$ cat src/rtl/uart_rx_frame_ctrl.sv
`default_nettype none
// ============================================================================
// Module  : uart_rx_frame_ctrl
// Brief   : Assembles length-prefixed command frames from the UART receiver
//           byte stream. The frame format is SYNC, LEN, payload, and an
//           optional XOR checksum. Each frame is checked and buffered. Its
//           payload is released on a valid/ready byte stream only after the
//           whole frame has been accepted.
// Config  : define UART_FRAME_CHKSUM_EN to add the trailing checksum byte
//           (CHK state, chk register, error code 2'b10).
// Revision: 1.0 - initial release
// ============================================================================
module uart_rx_frame_ctrl #(
  parameter int         MaxPayload   = 16,
  parameter logic [7:0] SyncByte     = 8'hA5,
  parameter int         TimeoutTicks = 640
) (
  input  logic        clk_i,
  input  logic        rst_i,
  input  logic        sample_tick_i,
  input  logic        rx_done_tick_i,
  input  logic [7:0]  rx_data_i,
  output logic [7:0]  m_data_o,
  output logic        m_valid_o,
  output logic        m_last_o,
  input  logic        m_ready_i,
  output logic        err_o,
  output logic [1:0]  err_code_o,
  output logic [15:0] frame_cnt_o
);

  localparam int c_IDX_W = $clog2(MaxPayload + 1);
  localparam int c_PTR_W = (MaxPayload > 1) ? $clog2(MaxPayload) : 1;
  localparam int c_TMO_W = $clog2(TimeoutTicks);

  localparam logic [c_TMO_W-1:0] c_TMO_LAST = c_TMO_W'(TimeoutTicks - 1);
  localparam logic [7:0]         c_MAX_LEN  = 8'(MaxPayload);
  localparam logic [c_IDX_W-1:0] c_IDX_ONE  = c_IDX_W'(1);

  localparam logic [1:0] c_ERR_OVERRUN = 2'b00;
  localparam logic [1:0] c_ERR_BADLEN  = 2'b01;
`ifdef UART_FRAME_CHKSUM_EN
  localparam logic [1:0] c_ERR_CHKSUM  = 2'b10;
`endif
  localparam logic [1:0] c_ERR_TIMEOUT = 2'b11;

`ifdef UART_FRAME_CHKSUM_EN
  typedef enum logic [2:0] {
    ST_IDLE    = 3'd0,
    ST_LEN     = 3'd1,
    ST_PAYLOAD = 3'd2,
    ST_CHK     = 3'd3,
    ST_DRAIN   = 3'd4
  } state_t;
`else
  typedef enum logic [2:0] {
    ST_IDLE    = 3'd0,
    ST_LEN     = 3'd1,
    ST_PAYLOAD = 3'd2,
    ST_DRAIN   = 3'd4
  } state_t;
`endif

  state_t             r_state;
  logic [c_IDX_W-1:0] r_len;
  logic [c_IDX_W-1:0] r_wr_idx;
  logic [c_IDX_W-1:0] r_rd_idx;
  logic [c_TMO_W-1:0] r_tmo_cnt;
  logic [7:0]         r_buf [MaxPayload];
`ifdef UART_FRAME_CHKSUM_EN
  logic [7:0]         r_chk;
`endif

  logic               w_timed;
  logic               w_tmo_fire;
  logic               w_buf_we;
  logic [c_IDX_W-1:0] w_len_m1;
  logic [c_IDX_W-1:0] w_rd_next;
  logic [c_PTR_W-1:0] w_wr_ptr;
  logic [c_PTR_W-1:0] w_rd_ptr_next;
  logic [7:0]         w_first_byte;
  logic               w_first_last;

  // Timeout qualification, buffer addressing, and the first drain byte.
  always_comb begin
`ifdef UART_FRAME_CHKSUM_EN
    w_timed = (r_state == ST_LEN) || (r_state == ST_PAYLOAD) || (r_state == ST_CHK);
`else
    w_timed = (r_state == ST_LEN) || (r_state == ST_PAYLOAD);
`endif
    // A byte in the same cycle as the final tick wins over the timeout.
    w_tmo_fire    = w_timed && sample_tick_i && !rx_done_tick_i && (r_tmo_cnt == c_TMO_LAST);
    w_buf_we      = (r_state == ST_PAYLOAD) && rx_done_tick_i;
    w_len_m1      = r_len - c_IDX_ONE;
    w_rd_next     = r_rd_idx + c_IDX_ONE;
    w_wr_ptr      = r_wr_idx[c_PTR_W-1:0];
    w_rd_ptr_next = w_rd_next[c_PTR_W-1:0];
    // With a one-byte payload and no checksum, byte 0 is still being written
    // in the cycle that starts the drain, so it is taken directly from the input.
    w_first_byte  = (r_wr_idx == '0) ? rx_data_i : r_buf[0];
    w_first_last  = (r_len == c_IDX_ONE);
  end

  // Payload buffer write port. The contents are only read after they are written, so the buffer has no reset.
  always_ff @(posedge clk_i) begin
    if (w_buf_we) begin
      r_buf[w_wr_ptr] <= rx_data_i;
    end
  end

  // Frame state machine, timeout counter and registered stream/error outputs.
  always_ff @(posedge clk_i) begin
    if (rst_i) begin
      r_state     <= ST_IDLE;
      r_len       <= '0;
      r_wr_idx    <= '0;
      r_rd_idx    <= '0;
      r_tmo_cnt   <= '0;
`ifdef UART_FRAME_CHKSUM_EN
      r_chk       <= '0;
`endif
      m_data_o    <= '0;
      m_valid_o   <= 1'b0;
      m_last_o    <= 1'b0;
      err_o       <= 1'b0;
      err_code_o  <= '0;
      frame_cnt_o <= '0;
    end else begin
      err_o <= 1'b0;

      // Every byte clears the counter, and every timed state is entered on a byte.
      if (rx_done_tick_i) begin
        r_tmo_cnt <= '0;
      end else if (w_timed && sample_tick_i) begin
        r_tmo_cnt <= r_tmo_cnt + 1'b1;
      end

      if (w_tmo_fire) begin
        err_o      <= 1'b1;
        err_code_o <= c_ERR_TIMEOUT;
        r_state    <= ST_IDLE;
        r_tmo_cnt  <= '0;
      end else begin
        case (r_state)
          ST_IDLE: begin
            if (rx_done_tick_i && (rx_data_i == SyncByte)) begin
              r_state <= ST_LEN;
            end
          end

          ST_LEN: begin
            if (rx_done_tick_i) begin
              if ((rx_data_i == 8'h00) || (rx_data_i > c_MAX_LEN)) begin
                err_o      <= 1'b1;
                err_code_o <= c_ERR_BADLEN;
                r_state    <= ST_IDLE;
              end else begin
                r_len    <= rx_data_i[c_IDX_W-1:0];
                r_wr_idx <= '0;
`ifdef UART_FRAME_CHKSUM_EN
                r_chk    <= rx_data_i;
`endif
                r_state  <= ST_PAYLOAD;
              end
            end
          end

          ST_PAYLOAD: begin
            if (rx_done_tick_i) begin
              r_wr_idx <= r_wr_idx + c_IDX_ONE;
`ifdef UART_FRAME_CHKSUM_EN
              r_chk    <= r_chk ^ rx_data_i;
              if (r_wr_idx == w_len_m1) begin
                r_state <= ST_CHK;
              end
`else
              if (r_wr_idx == w_len_m1) begin
                r_state   <= ST_DRAIN;
                r_rd_idx  <= '0;
                m_valid_o <= 1'b1;
                m_data_o  <= w_first_byte;
                m_last_o  <= w_first_last;
              end
`endif
            end
          end

`ifdef UART_FRAME_CHKSUM_EN
          ST_CHK: begin
            if (rx_done_tick_i) begin
              if (rx_data_i == r_chk) begin
                r_state   <= ST_DRAIN;
                r_rd_idx  <= '0;
                m_valid_o <= 1'b1;
                m_data_o  <= w_first_byte;
                m_last_o  <= w_first_last;
              end else begin
                err_o      <= 1'b1;
                err_code_o <= c_ERR_CHKSUM;
                r_state    <= ST_IDLE;
              end
            end
          end
`endif

          ST_DRAIN: begin
            // A byte arriving during the drain is lost and flagged. The drain itself continues.
            if (rx_done_tick_i) begin
              err_o      <= 1'b1;
              err_code_o <= c_ERR_OVERRUN;
            end
            if (m_valid_o && m_ready_i) begin
              if (m_last_o) begin
                r_state     <= ST_IDLE;
                m_valid_o   <= 1'b0;
                m_last_o    <= 1'b0;
                frame_cnt_o <= frame_cnt_o + 16'd1;
              end else begin
                r_rd_idx <= w_rd_next;
                m_data_o <= r_buf[w_rd_ptr_next];
                m_last_o <= (w_rd_next == w_len_m1);
              end
            end
          end

          default: begin
            r_state <= ST_IDLE;
          end
        endcase
      end
    end
  end

endmodule
`default_nettype wire
$ cat config.mk
export PLATFORM = sky130hd
export DESIGN_NAME = uart_rx_frame_ctrl
export DESIGN_NICKNAME = d
export VERILOG_FILES = /design/src/rtl/uart_rx_frame_ctrl.sv
export SDC_FILE = /design/constraint.sdc
export NUM_CORES = 1
export LEC_CHECK = 0
export BUFFER_PORTS_ARGS = -buffer_cell sky130_fd_sc_hd__buf_4
export CAP_MARGIN = 20
export CORE_ASPECT_RATIO = 1.5
export CORE_MARGIN = 5
export CORE_UTILIZATION = 45
export CTS_BUF_LIST = sky130_fd_sc_hd__clkbuf_16
export DETAILED_ROUTE_END_ITERATION = 12
export HOLD_SLACK_MARGIN = 0.1
export PLACE_DENSITY = 0.63
export SLEW_MARGIN = 20
export SYNTH_ARGS = -nofsm -noshare
export SYNTH_HDL_FRONTEND = slang
export SYNTH_SLANG_ARGS = --single-unit
$ cat constraint.sdc
create_clock -name clk_i -period 2.6 [get_ports clk_i]
set_input_delay 0.26 -clock clk_i [delete_from_list [all_inputs] [get_ports clk_i]]
set_output_delay 0.26 -clock clk_i [all_outputs]
set_load 0.005 [all_outputs]
* Word-level counts from Yosys, hierarchy flattened *
Memory sizes are Yosys's and may differ from the RTL's.
Index checks and enable logic that the tools add are counted.

word-level totals
  bits in registers = 57
  bits in writable memories = 128
  input bits = 13
  word-level logic and storage cells = 109
  memories kept = 1

memory list
  name   depth  bits a word  read ports  clocked after memory_dff  write ports  line  source
  r_buf  16     8            2           0                         1            69    logic [7:0] r_buf [MaxPayload];

cells by class
  add/subtract/negate cells = 5
  magnitude comparators = 1
  equality and inequality tests = 19
  mux-type cells = 45
  bitwise logic cells = 2
  reductions and logical operators = 25

operators with widths
  operator                                                                         number
  8-bit 2-to-1 mux                                                                 5
  5-bit 2-to-1 mux                                                                 7
  5-bit case mux with 2 select lines                                               2
  3-bit 2-to-1 mux                                                                 6
  6-bit AND reduction                                                              3
  16-bit by 1-bit adder with 16-bit output, second input constant                  1
  8-bit case mux with 2 select lines                                               1
  1-bit 2-to-1 mux                                                                 14
  2-bit != test, second input constant                                             7
  3-bit case mux with 4 select lines                                               1
  4-bit AND reduction                                                              3
  10-bit by 1-bit adder with 10-bit output, second input constant                  1
  5-bit by 1-bit adder with 5-bit output, second input constant                    2
  10-bit equality test, second input constant                                      1
  5-bit equality test                                                              2
  2-bit 2-to-1 mux                                                                 5
  5-bit AND reduction                                                              2
  8-bit equality test, second input constant                                       1
  8-bit by 5-bit greater-than comparator with 1-bit output, second input constant  1
  8-bit logical NOT                                                                1
  1-bit logical AND                                                                6
  3-bit != test, second input constant                                             2
  1-bit case mux with 2 select lines                                               3
  5-bit by 1-bit equality test with 1-bit output, second input constant            1
  other kinds (16)                                                                 19

* Logic depth before layout (Yosys ltp) *
Gate-level depths: netlist of the first run.

  depth in word-level cells = 7
  depth in mapped cells = 8
  depth with buffers taken out = 7

* Worst setup path after synthesis of the first run *
No wires, ideal clock.

  path type = register to register
  start point = register r_rd_idx[1]
  end point = register m_data_o[0]
  library setup time = 122 ps
  arrival = 2,084 ps
  required time = 2,478 ps
  slack = 394 ps
  cell stages (with the launch flop) = 8
  buffers on the path = 2
  clock period less this slack = 2,206 ps
  cell sequence = dfxtp_1 ha_1 buf_2 buf_2 mux4_2 and2_1 o32ai_1 o31ai_2

on the way
  word-level cells in the longest chain between the ends = 5

RTL lines
  item                                    line  source
  start: declaration                      67    logic [c_IDX_W-1:0] r_rd_idx;
  start signal: assignment                219   r_rd_idx <= w_rd_next;
  5-bit by 1-bit adder with 5-bit output  95    w_rd_next = r_rd_idx + c_IDX_ONE;
  memory 16 x 8 bit                       n/a
  8-bit 2-to-1 mux                        213   if (m_last_o) begin
  8-bit 2-to-1 mux                        212   if (m_valid_o && m_ready_i) begin
  8-bit case mux with 2 select lines      144   case (r_state)
  end signal: assignment                  181   m_data_o <= w_first_byte;
  end signal: assignment                  220   m_data_o <= r_buf[w_rd_ptr_next];
  end: declaration                        23    output logic [7:0] m_data_o,

Every way passes these cells. The select of a mux whose other input is x is not followed.
A chain may end at the register's enable or synchronous reset.

* Final worst setup path of the first run *
  start point = register r_len[0]
  end point = register m_data_o[5]

on the way
  word-level cells in the longest chain between the ends = 4

RTL lines
  item                                                       line  source
  start: declaration                                         65    logic [c_IDX_W-1:0] r_len;
  start signal: assignment                                   158   r_len <= rx_data_i[c_IDX_W-1:0];
  5-bit by 1-bit subtractor with 5-bit output                94    w_len_m1 = r_len - c_IDX_ONE;
  5-bit equality test                                        177   if (r_wr_idx == w_len_m1) begin
  2-bit by 1-bit != test with 1-bit output (no source line)  n/a
  6-bit AND reduction (no source line)                       n/a

Every way passes these cells.

==> results.rst, run 1 <==
.. list-table::
   :header-rows: 1

   * - Metric
     - Value
   * - Overall track demand over capacity in global routing
     - 0.179
   * - Syn avg cell area
     - 13.9 um2
   * - Crit-path slowest cell
     - sky130_fd_sc_hd__dfxtp_1
   * - Hold Crit Depth
     - 1
   * - Die Wd
     - around 120 um
   * - Number of placed I/O pins
     - 42
   * - DR WL met3
     - 511 um
   * - Number of flops mapped to enable cells by yosys
     - 128
   * - Initial cell density of the core
     - 0.455
   * - Synthesis-to-layout area growth
     - 16.6%
   * - Length of routed met2 wiring
     - approximately 9800 um
   * - Min Tclk post-route
     - 2.42 ns
   * - Vertical extent of the die
     - 174 um
   * - Number of antenna diodes
     - 0
   * - Power density over the cells
     - 623 nW/um2
   * - Crit start category
     - flip-flop
   * - Data required time of the critical path
     - ~2.9 ns
   * - Net count after synthesis
     - 605
   * - CP delay by family, top
     - simple AND/OR/NAND/NOR gates
   * - Count of hold-fix buffers inserted at cts
     - 0
   * - Top cells by instance count after synthesis
     - sky130_fd_sc_hd__edfxtp_1 (128), sky130_fd_sc_hd__dfxtp_1 (57), sky130_fd_sc_hd__nor2_1 (55), sky130_fd_sc_hd__mux4_2 (32), sky130_fd_sc_hd__xnor2_1 (28)
   * - Clock tree skew after final layout
     - 0.0113 ns
   * - Transition time at the pin with the least slew margin
     - 0.567 ns
   * - RSZ-0062 raised after global routing
     - no
   * - Async SR Flop Fraction
     - 0
   * - Finished layout cell area
     - 9440 um2
   * - Count of non-filler cells in the finished layout
     - 877
   * - Via count of the first global-routing pass
     - approximately 5.2k
   * - Initial DRC count
     - 314
   * - Type of the worst setup path
     - flip-flop to flip-flop
   * - Clock buffers created by TritonCTS
     - 17
   * - Sum Neg Setup Slack
     - 0 ns
   * - Slew headroom
     - 0.621
   * - Yosys reg bits
     - 185
   * - Post-layout power
     - about 5900 uW
   * - Post-synth design cell area
     - ~8100 um2
   * - # resized after CTS
     - 0
   * - Number of gates on the worst path with buffers counted
     - 7
   * - Initial DRT Pass Iterations
     - 4
   * - Outcome
     - finished clean
   * - Final setup fails
     - 0
   * - Routed Wire Length
     - roughly 18000 um
   * - Detailed-route via count
     - 5000
   * - First-pass GRT wire length
     - 28700 um
   * - Worst IR drop on VDD
     - 0.000414 V
   * - Placer congestion estimate
     - 0.851
   * - Critical register-to-register path startpoint
     - r_len[0]$_SDFFE_PP0P_
   * - Final routed DRC violation total
     - 0
   * - HPWL after detailed placement
     - 12500 um
   * - Largest fanout on the critical path
     - 7
   * - Total placed instance area
     - around 8800 um2
   * - Top flip-flop cell by instance count after synthesis
     - sky130_fd_sc_hd__edfxtp_1
   * - Placed Cells incl. Taps
     - about 850
   * - FF+latch area
     - 4980 um2
   * - Number of nets in the layout
     - around 670
   * - Post-Syn Instances
     - 583
   * - Worst Hold Path EP
     - r_buf[9][7]$_DFFE_PP_
   * - Top area cells in the synthesized netlist
     - sky130_fd_sc_hd__edfxtp_1 (47%), sky130_fd_sc_hd__dfxtp_1 (14%), sky130_fd_sc_hd__mux4_2 (8.9%), sky130_fd_sc_hd__xnor2_1 (3.0%), sky130_fd_sc_hd__nor2_1 (2.5%)
   * - Worst path arrival time
     - 2.76 ns
   * - Count of buffers from port buffering
     - 41
   * - Cell row count
     - 60
   * - Upper clock frequency limit
     - 413 MHz
   * - Reg2reg end
     - m_data_o[5]$_SDFFE_PP0P_
   * - Buf+Inv Stages, Crit Path
     - 1
   * - Most used standard cell by instance count after synthesis
     - sky130_fd_sc_hd__edfxtp_1
   * - Kind of end point of the critical path
     - flip-flop
   * - Number of max-cap violations
     - 0
   * - Layout filler cell count
     - roughly 1.4k
   * - Core area
     - 17800 um2
   * - Per-cell routed wire length
     - 20.6 um
   * - Leak pwr
     - 0.00315 uW
   * - Hold_ws
     - between 0.15 and 0.2 ns
   * - Multi-input gate area
     - 2950 um2
   * - Hold path startpoint
     - rx_data_i[7]
   * - Period utilisation layout
     - 0.932
   * - Antenna violations before repair
     - 0
   * - Highest layer used for signal routing
     - met4
   * - DIE AREA
     - 20800 um2
   * - Clock root buffer
     - sky130_fd_sc_hd__clkbuf_16
   * - Deepest clock path buffer count
     - 2
   * - Top cell type's share of synthesized area
     - 0.475
   * - Fraction of final layout cells with drive strength greater than 1
     - 0.239
   * - Post-CTS setup repair buffer count
     - 0
   * - Slack of the worst reg-to-reg path
     - 0.18 ns
   * - Pin count of the biggest net entering global routing
     - between 40 and 50
   * - Worst-skew pair later-pin latency
     - around 0.43 ns
   * - Routed via count divided by cell count
     - approximately 5.7
   * - TritonCTS clock tree
     - yes
   * - Worst-path cell chain
     - inv_1 > ha_1 > xor3_1 > nor3_1 > a41oi_2 > or2_1 > o31ai_2
   * - Count of yosys warnings during synthesis
     - 0
   * - Overflow left after global routing
     - 0
   * - Fin. max-slew vios
     - 0
   * - Worst stage delay on the critical path
     - 0.45 ns
   * - Path class of the lowest-slack min-delay path
     - primary input to flip-flop
   * - Count of distinct cell types in the synthesized netlist
     - 54
   * - Largest area contributor in the netlist
     - sky130_fd_sc_hd__edfxtp_1
   * - M1 WL
     - roughly 7000 um
   * - Sequential-to-total area share from yosys stat
     - 0.616
   * - Number of hold violations in the final report
     - 0
   * - Antenna violation net count after detailed routing
     - 0
   * - CTS Sinks
     - 185
   * - Clk slew on worst S/H paths
     - 0.07 ns
   * - R2R cell count
     - 7
   * - # H-tree levels
     - 4
final cells by class:
cell class	count	share of cell area
clock buffer	17	0.0451
timing repair buffer	72	0.0599
sequential	185	0.528
tap	217	0.0288
multi-input combinational	358	0.312
clock inverter	15	0.0206
inverter	13	0.00517
per-stage QoR:
stage               setup slack, ns  utilization
floorplan                     0.394            -
global placement              0.269        0.496
detailed placement            0.175        0.496
CTS                           0.168        0.530
global route                 0.0122        0.530
finish                        0.177        0.530
placed cells by master (no fill, tap or decap), drive strengths merged, types with 14 or more instances in the layout:
| master | count |
|---|---|
| xor2 | 19 |
| inv | 21 |
| nor2b | 15 |
| clkbuf | 17 |
| nand2 | 25 |
| and2 | 15 |
| buf | 72 |
| nor3 | 19 |
| mux4 | 32 |
| xnor2 | 28 |
| nor2 | 55 |
| edfxtp | 128 |
| nand3 | 14 |
| dfxtp | 57 |
routing by layer:
layer,global-route usage,vias up
li1,-,2329
met1,0.212,2544
met2,0.319,97
met3,0.0313,30
met4,0.0726,0
met5,0,-
how the worst max path moves through the flow:
| stage | endpoint | startpoint |
|---|---|---|
| after detailed placement | m_data_o[5]$_SDFFE_PP0P_ | r_len[0]$_SDFFE_PP0P_ |
| after floorplan | m_data_o[0]$_SDFFE_PP0P_ | r_rd_idx[1]$_SDFFE_PP0P_ |
| final | m_data_o[5]$_SDFFE_PP0P_ | r_len[0]$_SDFFE_PP0P_ |
| after global routing | m_data_o[5]$_SDFFE_PP0P_ | r_len[0]$_SDFFE_PP0P_ |
| after CTS | m_data_o[5]$_SDFFE_PP0P_ | r_len[0]$_SDFFE_PP0P_ |
| after global placement | m_data_o[7]$_SDFFE_PP0P_ | r_rd_idx[1]$_SDFFE_PP0P_ |
flip-flops by register name, summed over array words and instances (netlist names), 3 cells and up:
| signal | flops |
|---|---|
| frame_cnt_o | 16 |
| m_data_o | 8 |
| r_buf | 128 |
| r_len | 5 |
| r_rd_idx | 5 |
| r_state | 3 |
| r_tmo_cnt | 10 |
| r_wr_idx | 5 |
where the power goes:
group / leakage (uW) / switching (uW) / internal, uW
Clock: 0.000299 / 1240 / 1400
Combinational: 0.00124 / 72.6 / 26.7
Sequential: 0.00161 / 0.119 / 3140
cells by family (layout without fill, tap and decap cells):
| kind of cell | after synthesis | in the layout | synth area share |
|---|---|---|---|
| flip-flops | 185 | 185 | 0.616 |
| buffers and inverters | 40 | 117 | 0.0216 |
| AO/OA/AOI/OAI | 52 | 52 | 0.0535 |
| XOR/XNOR | 48 | 48 | 0.0538 |
| AND/OR/NAND/NOR | 202 | 202 | 0.133 |
| adder cells (fa/ha/maj) | 9 | 9 | 0.0139 |
| multiplexers | 47 | 47 | 0.108 |
(Power assumes the default switching activity.)
==> run 2: changes to the inputs <==
--- a/config.mk
+++ b/config.mk
@@ -16,2 +16,3 @@
 export PLACE_DENSITY = 0.63
+export REMOVE_ABC_BUFFERS = 1
 export SLEW_MARGIN = 20
--- a/constraint.sdc
+++ b/constraint.sdc
@@ -3,2 +3,2 @@
 set_output_delay 0.26 -clock clk_i [all_outputs]
-set_load 0.005 [all_outputs]
+set_load 0.02 [all_outputs]
==> results.rst, run 2 (synthesized netlist as in run 1, its figures left out) <==
.. list-table::
   :header-rows: 1

   * - Metric
     - Value
   * - Outcome
     - finished clean
   * - CP delay by family, top
     - compound AO/OA/AOI/OAI gates
   * - DIE AREA
     - 20800 um2 (unchanged)
   * - Commonest non-fill, non-tap cells in the layout
     - sky130_fd_sc_hd__edfxtp_1 (128), sky130_fd_sc_hd__buf_4 (74), sky130_fd_sc_hd__dfxtp_1 (57), sky130_fd_sc_hd__nor2_1 (55), sky130_fd_sc_hd__mux4_2 (32)
   * - Min Tclk post-route
     - 2.43 ns (+0.00477 ns)
   * - Antenna violation net count after detailed routing
     - 0 (unchanged)
   * - Worst IR drop on VDD
     - 0.000401 V (-3.3%)
   * - Worst-path cell chain
     - ha_2 > xor2_4 > buf_4 > mux4_2 > and2_1 > o32ai_1 > o31ai_2
   * - Worst path arrival time
     - 2.72 ns (-0.04 ns)
   * - Number of max-cap violations
     - 0 (unchanged)
   * - Period utilisation layout
     - 0.934 (+0.00183)
   * - Number of hold violations in the final report
     - 0 (unchanged)
   * - Worst stage delay on the critical path
     - 0.55 ns (+0.10 ns)
   * - Largest fanout on the critical path
     - 19 (+12)
   * - Core area
     - 17800 um2 (unchanged)
   * - Layout filler cell count
     - 1511 (+4.3%)
   * - Count of buffers from port buffering
     - 41 (unchanged)
   * - Number of antenna diodes
     - 0 (unchanged)
   * - Final standard cell utilization of the core
     - 0.530 (-0.000563)
   * - Kind of end point of the critical path
     - flip-flop
   * - First-pass GRT wire length
     - 29300 um (+1.9%)
   * - Transition time at the pin with the least slew margin
     - 0.606 ns (+0.0390 ns)
   * - Leak pwr
     - 0.00316 uW (+0.27%)
   * - Clk slew on worst S/H paths
     - 0.07 ns (about the same)
   * - Clock root buffer
     - sky130_fd_sc_hd__clkbuf_16
   * - Power density over the cells
     - 617 nW/um2 (-0.97%)
   * - Top flop regs
     - r_buf x128, frame_cnt_o x16, r_tmo_cnt x10
   * - CTS Sinks
     - 185 (unchanged)
   * - HPWL after detailed placement
     - 13100 um (+5.2%)
   * - Routed via count divided by cell count
     - 5.71 (+0.12%)
   * - Initial DRT Pass Iterations
     - 6 (+2)
   * - Count of hold-fix buffers inserted at cts
     - 0 (unchanged)
   * - Routed Wire Length
     - 18600 um (+2.9%)
   * - Overall track demand over capacity in global routing
     - 0.183 (+0.00489)
   * - Final routed DRC violation total
     - 0 (unchanged)
   * - Pre-CTS setup slack
     - 0.198 ns (+0.0236 ns)
   * - Worst Slack Setup Final
     - 0.172 ns (-0.00477 ns)
   * - Sum Neg Setup Slack
     - 0 ns (unchanged)
   * - Overflow left after global routing
     - 0 (unchanged)
   * - TritonCTS clock tree
     - yes
   * - Net switching fraction of the power
     - 0.207 (-0.0165)
   * - Crit start category
     - flip-flop
   * - Multi-input gate area
     - 2960 um2 (+0.38%)
   * - Per-cell routed wire length
     - 21.1 um (+2.5%)
   * - Placer congestion estimate
     - 0.861 (+1.1%)
   * - Die Wd
     - 120 um (unchanged)
   * - Final setup fails
     - 0 (unchanged)
   * - Data required time of the critical path
     - 2.89 ns (-0.05 ns)
   * - Synthesis-to-layout area growth
     - 16.4%
   * - Worst-skew pair later-pin latency
     - 0.42 ns (about the same)
   * - RSZ-0062 raised after global routing
     - no
   * - Cell row count
     - 60 (unchanged)
   * - Cell-internal power
     - 4610 uW (+1.0%)
   * - Path class of the lowest-slack min-delay path
     - primary input to flip-flop
   * - Slew headroom
     - 0.595 (-0.0262)
   * - Fin. max-slew vios
     - 0 (unchanged)
   * - Crit-path slowest cell
     - sky130_fd_sc_hd__o32ai_1
   * - Vertical extent of the die
     - 174 um (unchanged)
   * - # resized after CTS
     - 0 (unchanged)
   * - Initial DRC count
     - 397 (+26%)
   * - Share of total power in sequential cells
     - 0.540 (+0.006)
   * - Number of nets in the layout
     - 672 (+0.45%)
   * - Clock tree skew after final layout
     - 0.0103 ns (-0.000985 ns)
   * - Switching component of the power
     - 1200 uW (-8.4%)
   * - Type of the worst setup path
     - flip-flop to flip-flop
   * - Fraction of power consumed by the clock network
     - 0.442 (-0.007)
   * - Most frequent standard cell in the layout excluding fill and tap cells
     - sky130_fd_sc_hd__edfxtp_1
   * - Antenna violations before repair
     - 0 (unchanged)
   * - Most flops, register
     - r_buf
   * - FF+latch area
     - 4980 um2 (unchanged)
   * - Pin count of the biggest net entering global routing
     - 48 (unchanged)
   * - Post-CTS setup repair buffer count
     - 0 (unchanged)
   * - Deepest clock path buffer count
     - 2 (unchanged)
   * - Fraction of final layout cells with drive strength greater than 1
     - 0.240 (+0.000425)
   * - Clock buffers created by TritonCTS
     - 17 (unchanged)
   * - Combinational cell fraction of total power
     - 0.018 (about the same)
   * - Buf+Inv Stages, Crit Path
     - 1 (unchanged)
   * - Via count of the first global-routing pass
     - 5262 (+0.88%)
   * - Max FFs per register
     - 128 (unchanged)
   * - Upper clock frequency limit
     - 412 MHz (-0.20%)
   * - # H-tree levels
     - 4 (unchanged)
   * - Initial cell density of the core
     - 0.455 (unchanged)
   * - Number of placed I/O pins
     - 42 (unchanged)
   * - Detailed-route via count
     - 5023 (+0.46%)
[run 2: power by group through the flow]
stage	Combinational [uW]	Sequential (uW)	Clock, uW
2_1_floorplan	23.3	3210	0
3_3_place_gp	102	3210	0
3_5_place_dp	105	3210	0
4_1_cts	105	3140	2630
5_1_grt	111	3140	2760
6_report	103	3140	2570
[run 2: final cells by class]
| class | count | area share |
|---|---|---|
| Clock buffer | 17 | 0.0451 |
| Timing Repair Buffer | 75 | 0.0611 |
| Inverter | 13 | 0.00518 |
| Clock inverter | 15 | 0.0173 |
| Sequential cell | 185 | 0.529 |
| Multi-Input combinational cell | 358 | 0.314 |
| Tap cell | 217 | 0.0288 |
[run 2: metrics by stage]
step	hold slack, ns	total power [uW]	instance area, um2	std cells
after detailed placement	0.493	3310	8840	848
after CTS	0.103	5870	9430	880
after floorplan	0.329	3230	7970	556
final	0.120	5810	9430	880
after global routing	0.107	6000	9430	880
after global placement	0.459	3310	8840	848
[run 2: worst register-to-register path, cell delays in order (launching register included)]
cell                      delay (ns)
sky130_fd_sc_hd__dfxtp_1        0.38
sky130_fd_sc_hd__ha_2           0.30
sky130_fd_sc_hd__xor2_4         0.16
sky130_fd_sc_hd__buf_4          0.31
sky130_fd_sc_hd__mux4_2         0.34
sky130_fd_sc_hd__and2_1         0.16
sky130_fd_sc_hd__o32ai_1        0.55
sky130_fd_sc_hd__o31ai_2        0.09
[run 2: path summary, 6_finish.rpt]
path,from,to,slack (ns),cells past startpoint
hold reg to reg,r_tmo_cnt[7]$_SDFFE_PP0N_,r_tmo_cnt[7]$_SDFFE_PP0N_,0.51,2
setup / recovery,r_rd_idx[1]$_SDFFE_PP0P_,m_data_o[0]$_SDFFE_PP0P_,0.17,7
setup reg to reg,r_rd_idx[1]$_SDFFE_PP0P_,m_data_o[0]$_SDFFE_PP0P_,0.17,7
hold / removal,rx_data_i[2],r_buf[5][2]$_DFFE_PP_,0.12,1
[run 2: metal layers]
metal  share of wire  routed length, um  vias up  track usage
met1            0.39               7280     2525        0.212
met2            0.53               9910      128        0.324
met3           0.037                687       35       0.0384
met4           0.038                697        0       0.0841
li1                -                  -     2335            -
met5               0                  0        -            0
==> run 3: changes to the inputs <==
--- a/config.mk
+++ b/config.mk
@@ -7,2 +7,3 @@
 export LEC_CHECK = 0
+export ABC_AREA = 1
 export BUFFER_PORTS_ARGS = -buffer_cell sky130_fd_sc_hd__buf_4
@@ -14,3 +15,2 @@
 export DETAILED_ROUTE_END_ITERATION = 12
-export HOLD_SLACK_MARGIN = 0.1
 export PLACE_DENSITY = 0.63
==> constraint.sdc (replaced) <==
create_clock -name clk_i -period 2.6 [get_ports clk_i]
set_input_delay 0.78 -clock clk_i [delete_from_list [all_inputs] [get_ports clk_i]]
set_output_delay 0.78 -clock clk_i [all_outputs]
set_load 0.02 [all_outputs]
==> results.rst, run 3 <==
.. list-table::
   :header-rows: 1

   * - Metric
     - Value
   * - Outcome
     - finished clean
   * - Number of antenna diodes
     - 0 (unchanged)
   * - Most flops, register
     - r_buf
   * - Die Wd
     - 122 um (+2.1%)
   * - Power density over the cells
     - 651 nW/um2 (+5.6%)
   * - Clock root buffer
     - sky130_fd_sc_hd__clkbuf_16
   * - # resized after CTS
     - 0 (unchanged)
   * - Number of hold violations in the final report
     - 0 (unchanged)
   * - Slew headroom
     - 0.518 (-0.0762)
   * - Pre-CTS setup slack
     - 0.386 ns (+0.188 ns)
   * - Number of nets in the layout
     - 1006 (+50%)
   * - Number of placed I/O pins
     - 42 (unchanged)
   * - Antenna violation net count after detailed routing
     - 0 (unchanged)
   * - Number of max-cap violations
     - 0 (unchanged)
   * - Most frequent standard cell in the layout excluding fill and tap cells
     - sky130_fd_sc_hd__nand2_1
   * - Worst path arrival time
     - 2.54 ns (-0.18 ns)
   * - Period utilisation layout
     - 0.854 (-0.0799)
   * - Top cell type's share of synthesized area
     - 0.453 (-0.0214)
   * - Upper clock frequency limit
     - 450 MHz (+9.4%)
   * - Top area cells in the synthesized netlist
     - sky130_fd_sc_hd__edfxtp_1 (45%), sky130_fd_sc_hd__dfxtp_1 (13%), sky130_fd_sc_hd__nand2_1 (8.6%), sky130_fd_sc_hd__nor2_1 (5.4%), sky130_fd_sc_hd__nand3_1 (4.6%)
   * - Overflow left after global routing
     - 0 (unchanged)
   * - Pin count of the biggest net entering global routing
     - 48 (unchanged)
   * - Worst Slack Setup Final
     - 0.380 ns (+0.208 ns)
   * - Critical register-to-register path startpoint
     - r_len[0]$_SDFFE_PP0P_
   * - Top flip-flop cell by instance count after synthesis
     - sky130_fd_sc_hd__edfxtp_1
   * - RSZ-0062 raised after global routing
     - no
   * - Top cells by instance count after synthesis
     - sky130_fd_sc_hd__nand2_1 (194), sky130_fd_sc_hd__edfxtp_1 (128), sky130_fd_sc_hd__nor2_1 (123), sky130_fd_sc_hd__inv_1 (93), sky130_fd_sc_hd__nand3_1 (78)
   * - Post-Syn Instances
     - 921 (+58%)
   * - Largest area contributor in the netlist
     - sky130_fd_sc_hd__edfxtp_1
   * - Detailed-route via count
     - 6508 (+30%)
   * - Max FFs per register
     - 128 (unchanged)
   * - Fraction of power consumed by the clock network
     - 0.398 (-0.044)
   * - Routed Wire Length
     - 21500 um (+16%)
   * - Routed via count divided by cell count
     - 5.21 (-8.7%)
   * - Post-CTS setup repair buffer count
     - 0 (unchanged)
   * - Count of non-filler cells in the finished layout
     - 1249 (+42%)
   * - Post-synth design cell area
     - 8480 um2 (+4.7%)
   * - Async SR Flop Fraction
     - 0 (unchanged)
   * - Count of hold-fix buffers inserted at cts
     - 0 (unchanged)
   * - Worst IR drop on VDD
     - 0.000468 V (+17%)
   * - Type of the worst setup path
     - flip-flop to flip-flop
   * - Combinational cell fraction of total power
     - 0.101 (+0.083)
   * - Clk slew on worst S/H paths
     - 0.07 ns (about the same)
   * - Commonest non-fill, non-tap cells in the layout
     - sky130_fd_sc_hd__nand2_1 (194), sky130_fd_sc_hd__edfxtp_1 (128), sky130_fd_sc_hd__nor2_1 (123), sky130_fd_sc_hd__inv_1 (93), sky130_fd_sc_hd__nand3_1 (78)
   * - First-pass GRT wire length
     - 34500 um (+18%)
   * - Leak pwr
     - 0.00385 uW (+22%)
   * - Largest fanout on the critical path
     - 18 (-1)
   * - Slack of the worst reg-to-reg path
     - 0.38 ns (+0.21 ns)
   * - Synthesis-to-layout area growth
     - 15.8%
   * - Transition time at the pin with the least slew margin
     - 0.719 ns (+0.113 ns)
   * - Fraction of final layout cells with drive strength greater than 1
     - 0.136 (-0.103)
   * - Count of distinct cell types in the synthesized netlist
     - 44 (-19%)
   * - Count of yosys warnings during synthesis
     - 0 (unchanged)
   * - Cell row count
     - 61 (+1.7%)
   * - Initial DRT Pass Iterations
     - 5 (-1)
   * - Sequential-to-total area share from yosys stat
     - 0.588 (-0.0278)
   * - Hold_ws
     - 0.473 ns (+0.352 ns)
   * - TritonCTS clock tree
     - yes
   * - Top flop regs
     - r_buf x128, frame_cnt_o x16, r_tmo_cnt x10
   * - Most used standard cell by instance count after synthesis
     - sky130_fd_sc_hd__nand2_1
   * - CTS Sinks
     - 185 (unchanged)
   * - Worst stage delay on the critical path
     - 0.40 ns (-0.15 ns)
   * - Final routed DRC violation total
     - 0 (unchanged)
   * - Post-layout power
     - 6390 uW (+10%)
   * - Placer congestion estimate
     - 0.903 (+4.9%)
   * - Per-cell routed wire length
     - 17.2 um (-18%)
   * - Yosys reg bits
     - 185 (unchanged)
   * - Fin. max-slew vios
     - 0 (unchanged)
   * - Crit-path slowest cell
     - sky130_fd_sc_hd__dfxtp_1
   * - Core area
     - 18500 um2 (+4.2%)
   * - Share of total power in sequential cells
     - 0.501 (-0.039)
   * - Clock tree skew after final layout
     - 0.0111 ns (+0.000827 ns)
   * - Min Tclk post-route
     - 2.22 ns (-0.208 ns)
   * - Kind of end point of the critical path
     - flip-flop
   * - Net switching fraction of the power
     - 0.264 (+0.0565)
   * - Syn avg cell area
     - 9.21 um2 (-34%)
   * - Number of flops mapped to enable cells by yosys
     - 128 (unchanged)
   * - Clock buffers created by TritonCTS
     - 17 (unchanged)
   * - Switching component of the power
     - 1690 uW (+40%)
   * - Antenna violations before repair
     - 0 (unchanged)
   * - Vertical extent of the die
     - 178 um (+2.2%)
   * - HPWL after detailed placement
     - 15100 um (+16%)
   * - Deepest clock path buffer count
     - 2 (unchanged)
   * - Final setup fails
     - 0 (unchanged)
   * - Overall track demand over capacity in global routing
     - 0.208 (+0.0247)
   * - Initial DRC count
     - 516 (+30%)
   * - Worst-path cell chain
     - inv_1 > ha_1 > xor2_1 > nand2_1 > nor2_1 > nand4_1 > nand2_1 > nand3_4 > o21ai_2 > inv_1
   * - Initial cell density of the core
     - 0.457 (+0.00213)
   * - Placed Cells incl. Taps
     - 1217 (+44%)
   * - Hold path startpoint
     - m_valid_o$_SDFFE_PP0P_
   * - Startpoint of the most critical setup path
     - r_len[0]$_SDFFE_PP0P_
   * - DIE AREA
     - 21700 um2 (+4.4%)
   * - Cell-internal power
     - 4710 uW (+2.1%)
   * - Crit start category
     - flip-flop
   * - Path class of the lowest-slack min-delay path
     - flip-flop to flip-flop
   * - Count of buffers from port buffering
     - 41 (unchanged)
   * - Data required time of the critical path
     - 2.92 ns (+0.03 ns)
   * - Worst-skew pair later-pin latency
     - 0.44 ns (+0.02 ns)
   * - Via count of the first global-routing pass
     - 6381 (+21%)
   * - # H-tree levels
     - 4 (unchanged)
## run 3: changes by cell type after synthesis, sizes merged, moves of 24 or more
cell / change
nand2: +174
inv: +85
nor2: +72
nand3: +67
o21ai: +55
a21oi: +33
mux4: -32
xnor2: -25
o211ai: +24
## run 3: critical path: cells and delay by family, from the launching register on
family / cells / cell delay [ns]
AO/OA/AOI/OAI: 1 / 0.19
AND/OR/NAND/NOR: 5 / 0.80
flip-flops: 1 / 0.40
adder cells (fa/ha/maj): 1 / 0.36
XOR/XNOR: 1 / 0.16
buffers and inverters: 2 / 0.19
## run 3: area by class of cell
cell class                      count  area (um2)
Timing Repair Buffer               78         598
Sequential cell                   185        4990
Fill cell                        1702        8730
Inverter                          102         383
Tap cell                          252         315
Clock buffer                       18         450
Multi-Input combinational cell    600        2960
Clock inverter                     14         126
## run 3: through the flow
step	cell area (um2)	utilization	setup TNS (ns)
finish	9820	0.529	0
global route	9820	0.529	0
CTS	9820	0.529	0
detailed placement	9240	0.498	0
global placement	9240	0.498	0
floorplan	8320	-	-6.33
## run 3: cell families (layout without fill, tap and decap cells)
kind of cell,Yosys count,count (layout),synth area share
XOR/XNOR,19,19,0.0236
adder cells (fa/ha/maj),9,9,0.0133
flip-flops,185,185,0.588
AND/OR/NAND/NOR,438,438,0.223
AO/OA/AOI/OAI,134,134,0.0887
buffers and inverters,136,212,0.0634
## run 3: worst paths after layout
kind	end	depth (start not counted)
worst max-delay path	r_rd_idx[0]$_SDFFE_PP0P_	10
worst min-delay path	m_valid_o$_SDFFE_PP0P_	2
worst max register to register	r_rd_idx[0]$_SDFFE_PP0P_	10
worst min register to register	m_valid_o$_SDFFE_PP0P_	2
## run 3: power groups by stage
stage,Sequential [uW],Clock [uW],Combinational (uW)
2_1_floorplan,3300,0,343
3_3_place_gp,3260,0,644
3_5_place_dp,3270,0,648
4_1_cts,3200,2580,650
5_1_grt,3200,2710,723
6_report,3200,2550,647
## run 3: layer usage
| metal | global-route usage | routed length, um | vias to the layer above |
|---|---|---|---|
| li1 | - | - | 3211 |
| met1 | 0.244 | 8530 | 3086 |
| met2 | 0.374 | 11300 | 171 |
| met3 | 0.0298 | 869 | 40 |
| met4 | 0.0953 | 797 | 0 |
| met5 | 0 | 0 | - |
